===== src/rtl/mask_dec16_pkg.sv =====
// rtl/mask_dec16_pkg.sv - shared widths, FSM encodings and scan flag type for mask_dec16
package mask_dec16_pkg;

    localparam int WIDTH = 16;
    localparam int CW    = 4;

    // 2'd3 is unused and steers back to IDLE
    typedef enum logic [1:0] {
        IDLE = 2'd0,
        SCAN = 2'd1,
        DONE = 2'd2
    } state_e;

    // Per-word scan flags carried from bit to bit
    typedef struct packed {
        logic found;      // select mode: a set bit has been seen
        logic seen_zero;  // mask mode: a clear bit has been seen
        logic err;        // word is not a legal code for its mode
    } flags_t;

    // Index of the last bit in the scan
    function automatic logic [CW-1:0] last_idx();
        return CW'(WIDTH - 1);
    endfunction

endpackage


===== src/rtl/mask_dec16_step.sv =====
// rtl/mask_dec16_step.sv - one-bit decode update shared by select and mask modes
module mask_dec_step
    import mask_dec16_pkg::*;
(
    input  logic          bit_i,
    input  logic [CW-1:0] k_i,
    input  logic          s_i,
    input  flags_t        flags_i,
    input  logic [CW-1:0] c_i,
    output flags_t        flags_o,
    output logic [CW-1:0] c_o
);

    // Fold bit k into the running flags and count/index
    always_comb begin
        flags_o = flags_i;
        c_o     = c_i;
        if (s_i) begin
            // Select mode: last set bit wins, a second set bit is illegal
            if (bit_i) begin
                if (flags_i.found) begin
                    flags_o.err = 1'b1;
                end
                flags_o.found = 1'b1;
                c_o           = k_i;
            end
        end else begin
            // Mask mode: ones must be contiguous from bit 0; bit 15 can never be
            // part of a legal code and pins c at its maximum instead of wrapping
            if (bit_i) begin
                if (k_i == last_idx()) begin
                    flags_o.err = 1'b1;
                    c_o         = last_idx();
                end else if (flags_i.seen_zero) begin
                    flags_o.err = 1'b1;
                end else begin
                    c_o = c_i + CW'(1);
                end
            end else begin
                flags_o.seen_zero = 1'b1;
            end
        end
    end

endmodule


===== src/rtl/mask_dec16.sv =====
// rtl/mask_dec16.sv - bit-serial one-hot/thermometer decoder with valid/ready handshake
module mask_dec16 #(
    parameter int WIDTH = 16,
    parameter int CW    = 4
) (
    input  logic             clk,
    input  logic             rst_n,
    input  logic             in_valid,
    output logic             in_ready,
    input  logic [WIDTH-1:0] m,
    input  logic             s,
    output logic             out_valid,
    input  logic             out_ready,
    output logic [CW-1:0]    c,
    output logic             z,
    output logic             err
);

    import mask_dec16_pkg::*;

    state_e           state_q, state_d;
    logic [CW-1:0]    k_q, k_d;
    logic [WIDTH-1:0] m_q, m_d;
    logic             s_q, s_d;
    flags_t           flags_q, flags_d;
    logic [CW-1:0]    c_q, c_d;
    logic             z_q, z_d;

    flags_t           step_flags;
    logic [CW-1:0]    step_c;

    mask_dec_step u_step (
        .bit_i   (m_q[k_q]),
        .k_i     (k_q),
        .s_i     (s_q),
        .flags_i (flags_q),
        .c_i     (c_q),
        .flags_o (step_flags),
        .c_o     (step_c)
    );

    // Next-state: capture in IDLE, one bit per clock in SCAN, hold in DONE
    always_comb begin
        state_d = state_q;
        k_d     = k_q;
        m_d     = m_q;
        s_d     = s_q;
        flags_d = flags_q;
        c_d     = c_q;
        z_d     = z_q;
        case (state_q)
            IDLE: begin
                if (in_valid) begin
                    m_d     = m;
                    s_d     = s;
                    flags_d = '0;
                    c_d     = '0;
                    z_d     = 1'b0;
                    k_d     = '0;
                    state_d = SCAN;
                end
            end
            SCAN: begin
                flags_d = step_flags;
                c_d     = step_c;
                k_d     = k_q + CW'(1);
                if (k_q == CW'(WIDTH - 1)) begin
                    z_d     = (m_q == '0);
                    state_d = DONE;
                end
            end
            DONE: begin
                if (out_ready) begin
                    state_d = IDLE;
                end
            end
            default: begin
                state_d = IDLE;
            end
        endcase
    end

    // State and datapath registers, cleared asynchronously
    always_ff @(posedge clk or negedge rst_n) begin
        if (!rst_n) begin
            state_q <= IDLE;
            k_q     <= '0;
            m_q     <= '0;
            s_q     <= 1'b0;
            flags_q <= '0;
            c_q     <= '0;
            z_q     <= 1'b0;
        end else begin
            state_q <= state_d;
            k_q     <= k_d;
            m_q     <= m_d;
            s_q     <= s_d;
            flags_q <= flags_d;
            c_q     <= c_d;
            z_q     <= z_d;
        end
    end

    assign in_ready  = (state_q == IDLE);
    assign out_valid = (state_q == DONE);
    assign c         = c_q;
    assign z         = z_q;
    assign err       = flags_q.err;

endmodule


===== config.mk =====
export PLATFORM = sky130hd
export DESIGN_NAME = mask_dec16
export DESIGN_NICKNAME = d
export VERILOG_FILES = /design/src/rtl/mask_dec16_pkg.sv /design/src/rtl/mask_dec16_step.sv /design/src/rtl/mask_dec16.sv
export SDC_FILE = /design/constraint.sdc
export NUM_CORES = 1
export LEC_CHECK = 0
export ABC_AREA = 1
export CAP_MARGIN = 20
export CORE_MARGIN = 3
export CORE_UTILIZATION = 44
export CTS_CLUSTER_DIAMETER = 80
export CTS_CLUSTER_SIZE = 24
export DETAILED_ROUTE_END_ITERATION = 8
export PLACE_DENSITY = 0.66
export SLEW_MARGIN = 30
export SYNTH_ARGS = -nofsm -noshare
export SYNTH_HDL_FRONTEND = slang
export SYNTH_SLANG_ARGS = --single-unit

===== constraint.sdc =====
create_clock -name clk -period 1.6 [get_ports clk]
set_input_delay 0.48 -clock clk [delete_from_list [all_inputs] [get_ports clk]]
set_output_delay 0.48 -clock clk [all_outputs]
set_load 0.05 [all_outputs]

==> metrics.log <==
[metrics] outcome: completed
[metrics] post-detailed-placement half-perimeter wirelength: 2670 um
[metrics] Clk network pwr share: 0.144
[metrics] Setup Skew: 0.00444 ns
[metrics] CTS tree: done
[metrics] arrival time at the worst endpoint: 1.09 ns
[metrics] IO buf count: 28
[metrics] number of synthesized flops with an enable pin: 0
[metrics] final setup fails: 0
[metrics] number of standard-cell rows in the floorplan: 21
[metrics] routability-driven placement congestion ratio: 0.829
[metrics] final design area excluding fillers: 0.00227 mm^2
[metrics] ratio of cells with drive above 1 in the final layout: 0.215
[metrics] crit-path max FO: 3
[metrics] final standard cell utilization of the core: 0.660
[metrics] Worst EP required: 1.12 ns
[metrics] Combinational Power Share: 0.543
[metrics] largest net degree at the start of global routing: 32
[metrics] worst slew pin tran: 0.332 ns
[metrics] Max Cap Viol: 0
[metrics] internal power of the cells: 2.56 mW
[metrics] Residual DRC: 0
[metrics] insertion delay to the later sink of the worst-skew pair: 0.28 ns
[metrics] ant diodes: 0
[metrics] Async S/R FF share, synth: 1.00
[metrics] initial core utilization: 0.469
[metrics] total via count after detailed routing: 1471
[metrics] wire length of the first global-routing pass: 6210 um
[metrics] aggregate global-route resource usage: 0.188
[metrics] post-layout net count: 269
[metrics] antenna violations before repair: 0
[metrics] height of the die: 66.6 um
[metrics] number of flip-flops and latches in the synthesized netlist: 31
[metrics] Std-Cell Core Area: 0.00344 mm^2
[metrics] post-synth design cell area: 0.00161 mm^2
[metrics] count of final hold-check violations: 0
[metrics] DP Area: 0.00207 mm^2
[metrics] maximum clock frequency: 0.635 GHz
[metrics] final critical path time including I/O delays and setup: 1.57 ns
[metrics] switching share of power: 0.449
[metrics] critical path class: reg2out
[metrics] setup tns final: 0 ns
[metrics] Initial DRC Count: 51
[metrics] WL/cell: 12.5 um
[metrics] quantity of hold-fixing buffers added after cts: 0
[metrics] Mapped Cells: 205
[metrics] vias in the first global route: 1399
[metrics] pre-CTS setup slack: -0.0915 ns
[metrics] number of top-level design ports: 29
[metrics] clock transition at the registers of the reported paths: 0.06 ns
[metrics] detailed-route vias per instance: 5.02
[metrics] gr ovfl total: 0
[metrics] Netlist cell types: 27
[metrics] largest buffer count on any clock path: 2
[metrics] area enclosed by the die boundary: 0.00443 mm^2
[metrics] root buffer selected by CTS: clkbuf_8
[metrics] setup ws final: 0.0254 ns
[metrics] CP Launch Type: flop
[metrics] fraction of the yosys area taken by sequential cells: 0.481
[metrics] first-pass detailed-route iteration total: 4
[metrics] Syn Area/Cell: 7.87 um^2
[metrics] leakage power summed over all cells: 1.09 nW
[metrics] kind of end point of the critical path: primary output
[metrics] IR drop worst, VDD: 0.000833 V
[metrics] post-detailed-routing wire length: 3660 um
[metrics] Synth Net Count: 228
[metrics] maximum level of the CTS H-tree: 2
[metrics] TritonCTS Sinks: 31
[metrics] Final Max Tran Viols: 0
[metrics] remaining max-slew budget at the tightest pin: 0.777
[metrics] worst hold-check path type: reg2reg
[metrics] chip width: 66.6 um
[metrics] post-route clock period utilization: 0.984
[metrics] synthesis warning total: 0
[metrics] dominant synthesized flop cell: dfrtp_1
[metrics] CTS Buf Count: 5
[metrics] RSZ-0062 raised after global routing: yes
[metrics] sequential share of power: 0.313
[metrics] DRT antenna net count: 0
[metrics] Power per Cell Area: 2040 mW/mm^2
[metrics] switching component of the power: 2.08 mW
[metrics] area added between synthesis and finish: 40.8%
[power by group through the flow]
stage / Clock, mW / Sequential [mW] / Combinational (mW)
detailed placement: 0 / 1.44 / 2.24
finish: 0.669 / 1.45 / 2.52
floorplan: 0 / 1.53 / 1.38
CTS: 0.683 / 1.43 / 2.25
global route: 0.723 / 1.50 / 2.79
global placement: 0 / 1.42 / 2.18
[cells in the mapped netlist, types with 2 or more instances]
master	count	area [um^2]
ha_1	2	25.0
o21ai_0	24	120
o22ai_1	2	12.5
nor2_1	3	11.3
nand3_1	17	85.1
inv_1	26	97.6
inv_2	4	15.0
buf_2	2	10.0
dfrtp_1	31	776
nor2_4	2	22.5
nand2_1	66	248
nand2_2	2	12.5
a21oi_1	4	20.0
o21ai_1	3	15.0
nand3_2	3	30.0
nor4_1	3	18.8
[cells in the final DEF (no fill, tap or decap), types with 5 or more instances in the layout]
cell              n
buf_12            9
buf_4             9
clkbuf_8          7
clkdlybuf4s50_1  20
dfrtp_1          31
inv_1            23
inv_2             6
nand2_1          61
nand2_2           5
nand3_1          14
o21ai_0          23
[critical path, cell delays in order (launching register included)]
cell and delay (ns):
dfrtp_1 0.42, inv_2 0.07, nor2_2 0.16, buf_12 0.16
[registers in the layout (all words and copies together), names as in the netlist]
name	flops
m_q	16
c	4
k_q	4
flags_q	2
state_q	2
err	1
s_q	1
z	1
[per-stage QoR]
step	std cells	hold slack, ns	power, mW
6_report	293	0.501	4.64
5_1_grt	293	0.541	5.02
4_1_cts	290	0.503	4.36
3_5_place_dp	282	0.488	3.68
3_3_place_gp	282	0.487	3.60
2_1_floorplan	205	0.184	2.92
[final cells by class]
type                            count  area (um^2)
Multi-Input combinational cell    140          774
Clock buffer                        8          100
Fill cell                         292         1170
Inverter                           30          116
Sequential cell                    31          776
Timing Repair Buffer               38          448
Tap cell                           46         57.6
[metal layers]
layer	part of all wire	track usage	vias up
li1	-	-	746
met1	0.44	0.235	678
met2	0.48	0.298	41
met3	0.062	0.0590	6
met4	0.017	0.0761	0
met5	0	0	-
[timing repair]
action / in CTS / in global routing
buffers inserted: 0 / 3
gates resized for setup: 2 / 18
endpoints found under the setup margin: 2 / 6
pin swaps: 0 / 3
[cells by family after synthesis]
group / after synthesis / share of synthesized area
and+or+nand+nor: 99 / 0.282
adders and majority gates: 2 / 0.0155
xor gates and xnor gates: 2 / 0.0109
DFF: 31 / 0.481
AOI/OAI and AO/OA: 37 / 0.126
buffers and inverters: 34 / 0.0853
[worst paths after layout]
kind | startpoint | to | slack, ns | cells past startpoint
worst max-delay path | state_q[1]$_DFFE_PN0P_ | out_valid | 0.03 | 3
worst min-delay path | m_q[15]$_DFFE_PN0P_ | m_q[15]$_DFFE_PN0P_ | 0.50 | 2
worst max register to register | k_q[0]$_DFFE_PN0P_ | c[3]$_DFFE_PN0P_ | 0.09 | 10
worst min register to register | m_q[15]$_DFFE_PN0P_ | m_q[15]$_DFFE_PN0P_ | 0.50 | 2
max in group asynchronous | rst_n | m_q[9]$_DFFE_PN0P_ | 0.86 | 2
min in group asynchronous | rst_n | state_q[1]$_DFFE_PN0P_ | 0.58 | 2
(Power assumes the default switching activity.)
